<file path="src/rtl/axi_dma_burst_r.sv">
// -----------------------------------------------------------------------------
// axi_dma_burst_r
//
// AXI4 read-side DMA burst engine. A start pulse requests num_beats beats from
// start_addr; the engine splits the transfer into INCR bursts that never exceed
// MAX_BURST beats and never cross a 4 KB page, keeps at most one burst in
// flight, and forwards read data as a zero-latency valid/ready stream.
//
// Ports
//   clk, rst_n              : rising-edge clock, asynchronous active-low reset
//   start                   : request pulse, only looked at while idle
//   start_addr, num_beats   : first byte address (beat aligned), total beats
//   busy, done, error       : status; done is a one-cycle pulse, error is
//                             sticky for the transfer and cleared by a start
//   out_data/valid/ready    : output stream, a direct view of the R channel
//   m_axi_ar*               : AXI read address channel (master side)
//   m_axi_r*                : AXI read data channel (master side)
// -----------------------------------------------------------------------------
module axi_dma_burst_r #(
  parameter int DATA_W    = 256,
  parameter int ADDR_W    = 30,
  parameter int LEN_W     = 8,
  parameter int MAX_BURST = 16,
  parameter int CNT_W     = 16,
  parameter int ID_W      = 1
) (
  input  logic              clk,
  input  logic              rst_n,
  input  logic              start,
  input  logic [ADDR_W-1:0] start_addr,
  input  logic [CNT_W-1:0]  num_beats,
  output logic              busy,
  output logic              done,
  output logic              error,
  output logic [DATA_W-1:0] out_data,
  output logic              out_valid,
  input  logic              out_ready,
  output logic [ID_W-1:0]   m_axi_arid,
  output logic [ADDR_W-1:0] m_axi_araddr,
  output logic [LEN_W-1:0]  m_axi_arlen,
  output logic [2:0]        m_axi_arsize,
  output logic [1:0]        m_axi_arburst,
  output logic              m_axi_arlock,
  output logic [3:0]        m_axi_arcache,
  output logic [2:0]        m_axi_arprot,
  output logic [3:0]        m_axi_arqos,
  output logic              m_axi_arvalid,
  input  logic              m_axi_arready,
  input  logic [ID_W-1:0]   m_axi_rid,
  input  logic [DATA_W-1:0] m_axi_rdata,
  input  logic [1:0]        m_axi_rresp,
  input  logic              m_axi_rlast,
  input  logic              m_axi_rvalid,
  output logic              m_axi_rready
);

  localparam int BYTES  = DATA_W / 8;
  localparam int SIZE   = $clog2(BYTES);
  // Burst length in beats can reach 2^LEN_W, so it needs one bit more than arlen.
  localparam int BLEN_W = LEN_W + 1;
  // Common widths for the min() comparisons so no operand is silently truncated.
  localparam int PW     = (BLEN_W > 13) ? BLEN_W : 13;
  localparam int RW     = (CNT_W > BLEN_W) ? CNT_W : BLEN_W;

  typedef enum logic [1:0] {S_IDLE, S_ADDR, S_DATA} state_t;

  state_t              r_state, w_next;
  logic [ADDR_W-1:0]   r_addr;
  logic [CNT_W-1:0]    r_remaining;
  logic [BLEN_W-1:0]   r_blen;
  logic [BLEN_W-1:0]   r_beat_cnt;
  logic                r_done;
  logic                r_error;

  logic [11:0]         w_page_off;
  logic [PW-1:0]       w_to_4k;
  logic [BLEN_W-1:0]   w_cap;
  logic [BLEN_W-1:0]   w_blen;
  logic                w_beat;
  logic                w_last_in_burst;
  logic                w_beat_err;

  // Offset inside the current 4 KB page; narrow address spaces are all one page.
  generate
    if (ADDR_W >= 12) begin : g_page_wide
      assign w_page_off = r_addr[11:0];
    end else begin : g_page_narrow
      assign w_page_off = 12'(r_addr);
    end
  endgenerate

  // Beats left before the page boundary; the start address is beat aligned.
  assign w_to_4k = (PW'(4096) - PW'(w_page_off)) >> SIZE;
  assign w_cap   = (w_to_4k < PW'(MAX_BURST)) ? BLEN_W'(w_to_4k) : BLEN_W'(MAX_BURST);
  assign w_blen  = (RW'(r_remaining) < RW'(w_cap)) ? BLEN_W'(r_remaining) : w_cap;

  assign w_beat          = (r_state == S_DATA) && m_axi_rvalid && out_ready;
  assign w_last_in_burst = (r_beat_cnt == r_blen - BLEN_W'(1));
  // rlast must be high exactly on the final beat of the burst, never earlier.
  assign w_beat_err      = (m_axi_rresp != 2'b00) || (m_axi_rid != '0) ||
                           (m_axi_rlast != w_last_in_burst);

  // ---------------------------------------------------------------------------
  // FSM
  // ---------------------------------------------------------------------------
  always_ff @(posedge clk or negedge rst_n) begin
    // NOTE: sequential state uses non-blocking assignments so every register
    // samples the pre-edge values, independent of process ordering.
    if (!rst_n) r_state <= S_IDLE;
    else        r_state <= w_next;
  end

  always_comb begin
    // NOTE: default first so every path assigns w_next and no latch is inferred.
    w_next = r_state;
    unique case (r_state)
      S_IDLE: if (start && (num_beats != '0)) w_next = S_ADDR;
      S_ADDR: if (m_axi_arready)              w_next = S_DATA;
      S_DATA: if (w_beat && w_last_in_burst)
                w_next = (r_remaining == CNT_W'(1)) ? S_IDLE : S_ADDR;
      default: w_next = S_IDLE;
    endcase
  end

  // ---------------------------------------------------------------------------
  // Datapath: address, counters, status
  // ---------------------------------------------------------------------------
  always_ff @(posedge clk or negedge rst_n) begin
    if (!rst_n) begin
      r_addr      <= '0;
      r_remaining <= '0;
      r_blen      <= '0;
      r_beat_cnt  <= '0;
      r_done      <= 1'b0;
      r_error     <= 1'b0;
    end else begin
      r_done <= 1'b0;
      unique case (r_state)
        S_IDLE: begin
          if (start) begin
            r_error <= 1'b0;
            if (num_beats == '0) begin
              r_done <= 1'b1;
            end else begin
              r_addr      <= start_addr;
              r_remaining <= num_beats;
            end
          end
        end
        S_ADDR: begin
          // Freeze the burst length for the data phase, where remaining moves.
          if (m_axi_arready) begin
            r_blen     <= w_blen;
            r_beat_cnt <= '0;
          end
        end
        S_DATA: begin
          if (w_beat) begin
            r_remaining <= r_remaining - CNT_W'(1);
            r_beat_cnt  <= r_beat_cnt + BLEN_W'(1);
            if (w_beat_err) r_error <= 1'b1;
            if (w_last_in_burst) begin
              if (r_remaining == CNT_W'(1)) r_done <= 1'b1;
              else r_addr <= r_addr + (ADDR_W'(r_blen) << SIZE);
            end
          end
        end
        default: ;
      endcase
    end
  end

  // ---------------------------------------------------------------------------
  // Outputs
  // ---------------------------------------------------------------------------
  assign busy  = (r_state != S_IDLE);
  assign done  = r_done;
  assign error = r_error;

  // AR fields derive from registers that only change outside ADDR, so they
  // hold steady for the whole handshake.
  assign m_axi_arid    = '0;
  assign m_axi_araddr  = r_addr;
  assign m_axi_arlen   = LEN_W'(w_blen - BLEN_W'(1));
  assign m_axi_arsize  = 3'(SIZE);
  assign m_axi_arburst = 2'b01;
  assign m_axi_arlock  = 1'b0;
  assign m_axi_arcache = 4'b0010;
  assign m_axi_arprot  = 3'b010;
  assign m_axi_arqos   = 4'b0000;
  assign m_axi_arvalid = (r_state == S_ADDR);

  assign m_axi_rready  = (r_state == S_DATA) && out_ready;
  assign out_valid     = (r_state == S_DATA) && m_axi_rvalid;
  assign out_data      = m_axi_rdata;

endmodule

</file>
<file path="config.mk">
export PLATFORM = sky130hd
export DESIGN_NAME = axi_dma_burst_r
export DESIGN_NICKNAME = d
export VERILOG_FILES = /design/src/rtl/axi_dma_burst_r.sv
export SDC_FILE = /design/constraint.sdc
export NUM_CORES = 1
export LEC_CHECK = 0
export ABC_AREA = 1
export CAP_MARGIN = 40
export CORE_AREA = 2 2 247 249
export DETAILED_ROUTE_END_ITERATION = 8
export DIE_AREA = 0 0 249 251
export PLACE_DENSITY_LB_ADDON = 0.3
export SLEW_MARGIN = 0
export SYNTH_ARGS = -nofsm -noshare
export SYNTH_HDL_FRONTEND = slang
export SYNTH_SLANG_ARGS = --single-unit
</file>
<file path="constraint.sdc">
create_clock -name clk -period 3.6 [get_ports clk]
set_clock_uncertainty 0.1 [all_clocks]
set_input_delay 0.36 -clock clk [delete_from_list [all_inputs] [get_ports clk]]
set_output_delay 0.36 -clock clk [all_outputs]
set_load 0.005 [all_outputs]
</file>
==> results.md, run 1 <==
- Fin area: 0.007478 sq mm
- Via count: 5,388
- CTS tree: built
- Leakage: 3.074 nW
- Worst-path cell chain: nor2_2 > nand2_2 > nor2_4 > inv_1 > o21ai_1 > nand2_1 > ha_4 > nand2_1 > inv_1 > nand2_1 > nand2_1 > nand2_2 > nand2_4 > nand2_1 > nand2_2 > ha_2 > nand3_2 > xor2_1 > dlygate4sd2_1
- Share of layout cells above drive strength 1: 12.26%
- Power Dens Cells: 493.0 mW/mm^2
- Top FF cell, synth: dfrtp_1
- Drt drc: 0
- Post-Place Cell Area: 0.007015 sq mm
- Clock Sinks: 68
- H-Tree Depth: 3
- Reg-to-reg endpoint: m_axi_araddr[29]
- CP Capture Type: primary output
- Largest net degree at the start of global routing: 52
- Root buf cell: clkbuf_16
- Most common cell on crit path: nand2_1
- Seq/Total Area, Yosys: 24.56%
- Most frequent cells in the layout: nand2_1 (150), clkdlybuf4s50_1 (91), inv_1 (75)
- Initial core utilization: 11.59%
- Delay-heaviest family, CP: simple AND/OR/NAND/NOR gates
- Max Freq: 0.2873 GHz
- Number of port buffers: 99
- Post-synthesis xor/xnor area fraction: 4.046%
- Rel. slew slack: 55.77%
- Die Height: 251 microns
- Slew of the pin with the lowest slew margin: 663.4 ps
- Worst r2r path cells: 16
- Worst Path Required: 3140 ps
- Hold Vio Cnt, Final: 0
- RePlAce Congestion: 0.7992
- Area Overhead vs Synth: 7.947%
- Critical path fanouts, max: 6
- Total gr overflow: 0
- Die area: 0.06250 sq mm
- Drt wl/cell: 15.66 microns
- Status: finished clean
- HPWL Detailed: 20.21 mm
- Hold Crit Endpoint: r_remaining[11]
- Num CTS Buffers: 9
- Synthesized flop and latch total: 68
- RSZ-0062 raised after global routing: true
- Delay of the slowest cell on the worst path: 390 ps
- Post-synth EDFFs: 0
- Fin crit period: 3481 ps
- Synth top area share: 29.69%
- Largest family of logic cells by synthesized area: buffers and inverters
- Later-pin clock latency in the skew report: 370 ps
- Most common cell after layout, fill and taps aside: nand2_1
- R2R Setup Slk: 470 ps
- Largest area contributor in the netlist: buf_4
- Final wirelength: 25.17 mm
- Critical setup path kind: flip-flop to primary output
- Synth area leaders: buf_4 (30%), dfrtp_1 (25%), nand2_1 (8.5%)
- Vias in the first global route: 5,447
- Global-route wire length before repair: 36.21 mm
- Num ports: 630
- Layout Cells excl Fill: 1,607
- Worst Setup Start Kind: flip-flop
- Final setup vio count: 0
- Total Routing Usage GR: 7.929%
- Post-route ant nets: 0
- Distinct cell type count after synthesis: 48
- YS warnings: 0
- Avg Cell Area, Syn: 7.300 sq um
- Detailed router's first-iteration violation count: 205
- Simple-Gate Fraction of Synth Area: 20.03%
- Peak supply drop: 0.1910 mV
- Via-per-instance ratio: 3.353
- Clock transition at path regs: 70 ps
- Synth Area in Compound Gates: 12.03%
- CP Buf/Inv Count: 3
- Maxcap violations: 0
- Pre-antenna DRT Iters: 5
- Final period util: 96.69%
- Mux contribution to synthesized area: 0.1445%
- WHS Path Cells: 2
- Total power draw: 3.687 mW
- CP max-delay cell: dfrtp_1
- Synth Area in Adders: 3.720%
- FP Rows: 90
- Worst flop-to-flop path startpoint: m_axi_araddr[5]
- Max clock buf depth: 2
- Mapped Cells: 949
- Synth Cell Area: 0.006928 sq mm
- Die X: 249 microns
- Placed insts: 1,581
- Hold WC Path Type: flip-flop to flip-flop
- Critical Path AT: 3020 ps
- Slew Viols, Final: 0
- Core Area: 0.05979 sq mm
- Worst Min Path Start: r_remaining[11]
- Final nets: 1,151
- Asr flop ratio synth: 100.0%
- Initial antenna violation count: 1
[area by class of cell]
cell class	count	area, sq um
fillers	6874	52320
multi-input cells	526	2923
well taps	782	978.4
clock inverters	7	98.84
repair buffers	133	1240
inverters	81	309.0
diodes	1	2.502
clock buffers	9	225.2
flip-flops and latches	68	1702
[worst max path at each step]
| stage | to | start | slack (ps) | cells past startpoint |
|---|---|---|---|---|
| after detailed placement | m_axi_arlen[6] | m_axi_araddr[2] | 40 | 19 |
| after global placement | m_axi_arlen[6] | m_axi_araddr[2] | 50 | 19 |
| after floorplan | m_axi_arlen[6] | m_axi_araddr[2] | 710 | 18 |
| after global routing | m_axi_arlen[4] | m_axi_araddr[1] | -70 | 19 |
| after CTS | m_axi_arlen[5] | m_axi_araddr[3] | 90 | 19 |
| final | m_axi_arlen[4] | m_axi_araddr[1] | 120 | 19 |
[synthesized netlist by cell type, drive strengths merged, types with 2 or more instances]
cell / count
conb: 2
nor3: 16
o21bai: 2
o31ai: 10
dfrtp: 68
a31oi: 2
a21oi: 38
nor4: 12
nand2: 161
nand3: 26
xnor2: 9
o211ai: 10
o22ai: 3
or2: 4
nand3b: 4
xor2: 23
and3: 2
o21ai: 63
buf: 280
clkinv: 2
inv: 79
clkbuf: 11
ha: 19
nor2: 83
nand4: 10
[tightest hold or removal path: cells and delay by family, from the launching register on]
kind	cells	cell delay [ps]
compound gates	1	60
flops	1	360
simple gates	1	60
[per-layer routing]
layer  global-route usage (%)  up-vias  share of wire, %
li1                         -     2509                 -
met1                    8.751     2471                40
met2                    12.10      310                44
met3                    4.442       98                12
met4                    4.208        0               3.7
met5                   0.2317        -                 0
[metrics by stage]
stage	setup WS [ps]	hold WS, ps	utilization, %	TNS, ps
2_1_floorplan	711.4	-35.59	-	0
3_3_place_gp	52.89	293.7	11.73	0
3_5_place_dp	43.22	299.5	11.73	0
4_1_cts	89.35	419.3	12.45	0
5_1_grt	-68.84	462.0	12.51	-166.7
6_report	119.3	420.4	12.51	0
[logic make-up after synthesis]
logic type / Yosys count
buf+inv: 372
simple gates: 319
compound gates: 135
flops: 68
xor+xnor: 32
fa+ha+maj: 20
other cells: 2
mux: 1
[where the power goes]
part / switching [mW] / internal, mW
logic: 0.782 / 0.662
registers: 0.239 / 0.975
clock network: 0.418 / 0.611
total: 1.44 / 2.25
[timing repair]
action | CTS | global route
setup buffers | 8 | 0
pin swaps | 7 | 7
endpoints found under the setup margin | 7 | 8
resized for setup | 19 | 18
hold buffers | 1 | 0
endpoints found under the hold margin | 18 | 0
[registers in the layout, summed over array words and instances (netlist names)]
register	flops
done	1
error	1
m_axi_araddr	30
r_beat_cnt	9
r_blen	9
r_remaining	16
r_state	2
Note: power is estimated with default switching activity, not from simulation.
==> run 2, diff against run 1 <==
Settings changed: ABC_AREA 1 to 0, CORE_AREA 2 2 247 249 to 2 2 245 247, DIE_AREA 0 0 249 251 to 0 0 247 249.
==> run 2 against run 1 <==
- the flow now finishes with violations (setup timing)
- non-clock buffer count increased by 41
- combinational power rose by 120%
- register-to-register slack got worse by 690 ps
- highest routed layer is now met5
- clock-buffer cell count rose by 1
- critical path depth is 3 lower
- first-iteration DRC count is 50% higher
- synthesized area down 1.4%
==> results.md, run 2 <==
- Vias in the first global route: 5,452 (+0.092%)
- Pre-antenna DRT Iters: 5 (unchanged)
- Die Height: 249 microns (-0.80%)
- Via-per-instance ratio: 3.567 (+6.4%)
- Slew of the pin with the lowest slew margin: 677.1 ps (+13.64 ps)
- RSZ-0062 raised after global routing: true
- Via count: 5,447 (+1.1%)
- Post-synth EDFFs: 0 (unchanged)
- Layout Cells excl Fill: 1,527 (-5.0%)
- Power Dens Cells: 712.6 mW/mm^2 (+45%)
- Die area: 0.06150 sq mm (-1.6%)
- Met3 GRT Util: 3.609% (-0.83 points)
- Synth Cell Area: 0.006832 sq mm (-1.4%)
- Avg Cell Area, Syn: 8.047 sq um (+10%)
- Initial core utilization: 11.64% (+0.055 points)
- Clock power frac: 16.9% (-11 points)
- Most frequent cell after synthesis: buf_4
- RePlAce Congestion: 0.8176 (+2.3%)
- Commonest cells post-synth: buf_4 (275), nand2_1 (82), dfrtp_1 (68)
- Final wirelength: 27.13 mm (+7.8%)
- Mapped Cells: 849 (-11%)
- Largest register FFs: 30 (unchanged)
- Max clock buf depth: 2 (unchanged)
- Antenna cells: 0 (-1)
- Worst-path cell chain: or4_4 > or4_4 > buf_6 > nand2_2 > nand3b_1 > ha_1 > nand4_1 > nor3_2 > a2111oi_2 > and4_4 > mux2_4 > ha_4 > nand2_2 > xor2_1 > a21oi_1 > buf_2
- YS warnings: 0 (unchanged)
- CP endpoint: m_axi_arlen[4]
- Detailed router's first-iteration violation count: 308 (+50%)
- Post-route ant nets: 0 (unchanged)
- Slew Viols, Final: 0 (unchanged)
- Placed insts: 1,501 (-5.1%)
- Total gr overflow: 0 (unchanged)
- Most common cell after layout, fill and taps aside: clkdlybuf4s50_1
- Fin area: 0.007745 sq mm (+3.6%)
- Reg power frac: 25.9% (-7.0 points)
- CP max-delay cell: or4_4
- Area Overhead vs Synth: 13.37%
- H-Tree Depth: 3 (unchanged)
- GR Util met1: 11.02% (+2.3 points)
- Share of layout cells above drive strength 1: 18.44% (+6.2 points)
- Final setup vio count: 12 (+12)
- Clock transition at path regs: 60 ps (about the same)
- Drt drc: 0 (unchanged)
- Status: finished with violations
- Comb pwr share: 57.2% (+18 points)
- Worst r2r path cells: 15 (-1)
- CTS tree: built
- Top FF cell, synth: dfrtp_1
- Root buf cell: clkbuf_16
- Later-pin clock latency in the skew report: 360 ps (about the same)
- Worst Path Required: 3140 ps (about the same)
- Initial antenna violation count: 3 (+2)
- M2 GR Usage: 12.08% (-0.016 points)
- Hold WC Path Type: input pin to asynchronous set/reset pin
- Max Freq: 0.2170 GHz (-24%)
- Internal Dissipation: 3.111 mW (+38%)
- Global-route wire length before repair: 38.31 mm (+5.8%)
- Maxcap violations: 0 (unchanged)
- Rel. slew slack: 54.86% (-0.91 points)
- Number of port buffers: 99 (unchanged)
- Setup slack after layout: -1009 ps (-1128 ps)
- Final nets: 1,082 (-6.0%)
- FP Rows: 89 (-1.1%)
- Num ports: 630 (unchanged)
- Total power draw: 5.519 mW (+50%)
- Reg-to-reg endpoint: r_blen[2]
- Delay of the slowest cell on the worst path: 590 ps (+200 ps)
- Asr flop ratio synth: 100.0% (unchanged)
- Violated checks: setup timing
- Largest area contributor in the netlist: buf_4
- NetSw: 2.409 mW (+67%)
- Critical Path AT: 4150 ps (+1130 ps)
- Hold Vio Cnt, Final: 0 (unchanged)
- Largest net degree at the start of global routing: 41 (-21%)
- R2R Setup Slk: -220 ps (-690 ps)
- Leakage: 3.008 nW (-2.1%)
- Distinct cell type count after synthesis: 71 (+48%)
- Synth area leaders: buf_4 (30%), dfrtp_1 (25%), nand2_1 (4.5%)
- Worst Setup Start Kind: flip-flop
- Synth top area share: 30.22% (+0.53 points)
- Synthesized flop and latch total: 68 (unchanged)
- Final period util: 128.0% (+31 points)
- Peak supply drop: 0.2873 mV (+50%)
- Most frequent cells in the layout: clkdlybuf4s50_1 (90), nand2_1 (79), dfrtp_1 (68)
- Switching Fraction: 43.64% (+4.6 points)
- Drt wl/cell: 17.77 microns (+13%)
- Num CTS Buffers: 9 (unchanged)
- Clock Sinks: 68 (unchanged)
- Core Area: 0.05869 sq mm (-1.9%)
- Seq/Total Area, Yosys: 24.91% (+0.35 points)
- Die X: 247 microns (-0.80%)
- HPWL Detailed: 21.98 mm (+8.8%)
- Post-Place Cell Area: 0.007232 sq mm (+3.1%)
- Total Routing Usage GR: 8.691% (+0.76 points)
- CP Capture Type: primary output
- Fin util: 13.20% (+0.69 points)
- Fin crit period: 4609 ps (+1128 ps)
- Grt peak-use layer: met2
- Critical setup path kind: flip-flop to primary output
- Critical Path Start: m_axi_araddr[4]
- Worst flop-to-flop path startpoint: m_axi_araddr[4]
- Critical path fanouts, max: 5 (-1)
==> run 2: critical path, delay by kind of cell (launching register included) <==
kind / cells / cell delay (ps)
flops: 1 / 370
mux: 1 / 330
xor+xnor: 1 / 140
simple gates: 8 / 1790
fa+ha+maj: 2 / 490
buf+inv: 2 / 280
compound gates: 2 / 390
==> run 2: how the worst min path moves through the flow <==
stage               startpoint                to  slack [ps]  depth (start not counted)
6_report                 rst_n         r_blen[1]         390                          3
5_1_grt                  rst_n         r_blen[1]         400                          3
4_1_cts                  rst_n         r_blen[8]         390                          3
3_5_place_dp             rst_n  m_axi_araddr[10]         250                          2
3_3_place_gp   r_remaining[10]   r_remaining[10]         390                          2
2_1_floorplan            rst_n              done         -40                          0
==> run 2: area by class of cell <==
class / instances / area [sq um]
sequential: 68 / 1702
tap: 773 / 967.2
clock buffer: 10 / 239.0
timing repair buffer: 174 / 1594
multi-input combinational: 485 / 3146
fill: 6702 / 50940
clock inverter: 5 / 52.55
inverter: 12 / 45.04
==> run 2: power by group through the flow <==
stage          Clock (mW)  Combinational [mW]  Sequential [mW]
2_1_floorplan           0                1.76             1.39
3_3_place_gp            0                3.11             1.43
3_5_place_dp            0                3.11             1.43
4_1_cts             0.980                3.17             1.43
5_1_grt              1.00                3.49             1.48
6_report            0.933                3.16             1.43
==> run 2: metrics by stage <==
stage	setup TNS [ps]	hold slack, ps	worst slack [ps]
final	-6887	389.0	-1009
after CTS	-8335	392.1	-1152
after detailed placement	-8373	248.3	-1247
after floorplan	-1415	-35.59	-455.3
after global placement	-7740	392.1	-1199
after global routing	-9135	400.3	-1226
==> run 2: kinds of logic (layout without fill, tap and decap cells) <==
group	after synthesis	in the layout	share of synthesized area [%]
DFF	68	68	24.91
and+or+nand+nor	261	261	19.58
muxes	13	13	2.070
buffers and inverters	313	201	32.60
xor gates and xnor gates	29	29	3.718
other	2	19	0.1099
AOI/OAI and AO/OA	143	143	13.24
adders and majority gates	20	20	3.773
==> run 2: layer usage <==
metal  vias up  share of wire (%)
li1       2437                  -
met1      2552                 44
met2       333                 41
met3       119                9.9
met4         6                5.2
met5         -               0.25
==> run 2: timing repair <==
item	CTS	global route
hold buffers	1	0
gates cloned	0	0
gates resized for setup	53	14
setup buffers	7	5
pin swaps	16	13
endpoints found under the setup margin	12	14
endpoints found under the hold margin	29	0
==> run 3, diff against run 2 <==
Settings changed: SKIP_LAST_GASP from default to 1.
==> run 3 against run 2 <==
- the run still ends with setup timing left
- via count rose by 0.70%
- maximum frequency is essentially flat
- die area unchanged
- largest power group unchanged
==> results.md, run 3 (synthesized netlist as in run 2, its figures left out) <==
- CTS tree: built
- Worst Setup Start Kind: flip-flop
- Leakage: 3.003 nW (-0.19%)
- Critical path fanouts, max: 5 (unchanged)
- Total gr overflow: 0 (unchanged)
- Area Overhead vs Synth: 13.15%
- Later-pin clock latency in the skew report: 360 ps (about the same)
- RSZ-0062 raised after global routing: true
- Most frequent cells in the layout: clkdlybuf4s50_1 (90), nand2_1 (79), dfrtp_1 (68)
- Critical Path AT: 4150 ps (about the same)
- Most common cell after layout, fill and taps aside: clkdlybuf4s50_1
- Root buf cell: clkbuf_16
- Power Dens Cells: 713.4 mW/mm^2 (+0.11%)
- Final wirelength: 27.18 mm (+0.18%)
- Post-route ant nets: 0 (unchanged)
- Final period util: 128.1% (about the same)
- Die Height: 249 microns (unchanged)
- Storage cell area: 0.001702 sq mm (unchanged)
- Die area: 0.06150 sq mm (unchanged)
- Number of port buffers: 99 (unchanged)
- Clock Sinks: 68 (unchanged)
- Status: finished with violations
- Drt wl/cell: 17.81 microns (+0.25%)
- Via-per-instance ratio: 3.594 (+0.76%)
- Initial core utilization: 11.64% (unchanged)
- CP Capture Type: primary output
- Share of layout cells above drive strength 1: 18.33% (-0.11 points)
- Num CTS Buffers: 9 (unchanged)
- Delay of the slowest cell on the worst path: 590 ps (about the same)
- NetSw: 2.404 mW (-0.17%)
- Stages on worst setup path: 16 (unchanged)
- Worst r2r path cells: 15 (unchanged)
- Delay-heaviest family, CP: simple AND/OR/NAND/NOR gates
- Rel. slew slack: 54.87% (about the same)
- Via count: 5,485 (+0.70%)
- Final setup vio count: 11 (-1)
- Initial antenna violation count: 3 (unchanged)
- Global-route wire length before repair: 38.27 mm (about the same)
- Setup slack after layout: -1010 ps (-1.400 ps)
- Antenna cells: 0 (unchanged)
- Maxcap violations: 0 (unchanged)
- Detailed router's first-iteration violation count: 319 (+3.6%)
- Post-Place Cell Area: 0.007232 sq mm (unchanged)
- Fin area: 0.007730 sq mm (-0.19%)
- Largest net degree at the start of global routing: 41 (unchanged)
- Clock power frac: 16.9% (about the same)
- Switching Fraction: 43.60% (about the same)
- Worst-path cell chain: or4_4 > or4_4 > buf_6 > nand2_2 > nand3b_1 > ha_1 > nand4_1 > nor3_2 > a2111oi_2 > and4_4 > mux2_4 > ha_4 > nand2_2 > xor2_1 > a21oi_1 > buf_2
- FP Rows: 89 (unchanged)
- Worst Path Required: 3140 ps (about the same)
- Max clock buf depth: 2 (unchanged)
- Comb pwr share: 57.2% (about the same)
- Num ports: 630 (unchanged)
- CP Buf/Inv Count: 2 (unchanged)
- Slew Viols, Final: 0 (unchanged)
- Slew of the pin with the lowest slew margin: 677.0 ps (-0.06753 ps)
- Peak supply drop: 0.2868 mV (-0.18%)
- Violated checks: setup timing
- Hold_ws: 388.5 ps (-0.5240 ps)
- RePlAce Congestion: 0.8176 (unchanged)
- Pre-antenna DRT Iters: 5 (unchanged)
- Hold WC Path Type: input pin to asynchronous set/reset pin
- Internal Dissipation: 3.110 mW (about the same)
- H-Tree Depth: 3 (unchanged)
- Fillers: 6,703 (+0.015%)
- Vias in the first global route: 5,451 (-0.018%)
- Drt drc: 0 (unchanged)
- Max Freq: 0.2169 GHz (about the same)
- R2R Setup Slk: -220 ps (about the same)
- Total Routing Usage GR: 8.684% (about the same)
- Largest register FFs: 30 (unchanged)
- Die X: 247 microns (unchanged)
- Multi-input logic area: 0.003138 sq mm (-0.24%)
- Core Area: 0.05869 sq mm (unchanged)
- Fin crit period: 4610 ps (+1.400 ps)
- Reg power frac: 25.9% (about the same)
- Clock transition at path regs: 60 ps (about the same)
- Layout Cells excl Fill: 1,526 (-0.065%)
- Hold Vio Cnt, Final: 0 (unchanged)
- Critical setup path kind: flip-flop to primary output
- CP max-delay cell: or4_4
- Final nets: 1,081 (-0.092%)
- Placed insts: 1,501 (unchanged)
- HPWL Detailed: 21.98 mm (unchanged)
-- run 3: cell types whose count changed in the layout (fill, tap and decap cells not counted) --
cell and delta:
buf_4 -1, nand3_2 +1, nand3_4 -1
-- run 3: path summary, 6_finish.rpt --
kind | start | endpoint
worst max-delay path | m_axi_araddr[4] | m_axi_arlen[4]
max in group asynchronous | rst_n | m_axi_araddr[3]
min in group clk | r_remaining[11] | r_remaining[11]
worst min register to register | r_remaining[11] | r_remaining[11]
worst min-delay path | rst_n | r_blen[1]
worst max register to register | m_axi_araddr[4] | r_blen[2]
-- run 3: power by group through the flow --
stage / registers, mW / clock network (mW) / logic [mW]
after floorplan: 1.39 / 0 / 1.76
after global placement: 1.43 / 0 / 3.11
after detailed placement: 1.43 / 0 / 3.11
after CTS: 1.43 / 0.980 / 3.17
after global routing: 1.48 / 1.00 / 3.49
final: 1.43 / 0.934 / 3.15
-- run 3: metal layers --
metal / up-vias / track usage, % / routed length [microns]
met5: - / 0.3975 / 67
met4: 6 / 5.181 / 1428
met3: 127 / 3.609 / 2660
met2: 335 / 12.06 / 11120
met1: 2586 / 11.02 / 11910
li1: 2431 / - / -
-- run 3: tightest hold or removal path: cells and delay by family --
family	cells	cell delay [ps]
buffers and inverters	3	830
-- run 3: repair_timing --
action                                  CTS  global route
gates resized for setup                  51            15
endpoints found under the setup margin   12            14
endpoints found under the hold margin    29             0
hold buffers                              1             0
pin swaps                                16            12
buffers inserted                          7             4
-- run 3: cell type report --
class / instances / area share (%)
inverters: 12 / 0.5827
flip-flops and latches: 68 / 22.01
clock buffers: 10 / 3.092
repair buffers: 173 / 20.52
well taps: 773 / 12.51
multi-input cells: 485 / 40.60
clock inverters: 5 / 0.6798
-- run 3: through the flow --
| step | util, % | power [mW] | TNS (ps) | setup slack, ps |
|---|---|---|---|---|
| 3_5_place_dp | 12.32 | 4.542 | -8373 | -1247 |
| 6_report | 13.17 | 5.515 | -6835 | -1010 |
| 5_1_grt | 13.17 | 5.968 | -9067 | -1226 |
| 4_1_cts | 13.01 | 5.575 | -8396 | -1152 |
| 3_3_place_gp | 12.29 | 4.540 | -7740 | -1199 |
| 2_1_floorplan | - | 3.154 | -1415 | -455.3 |
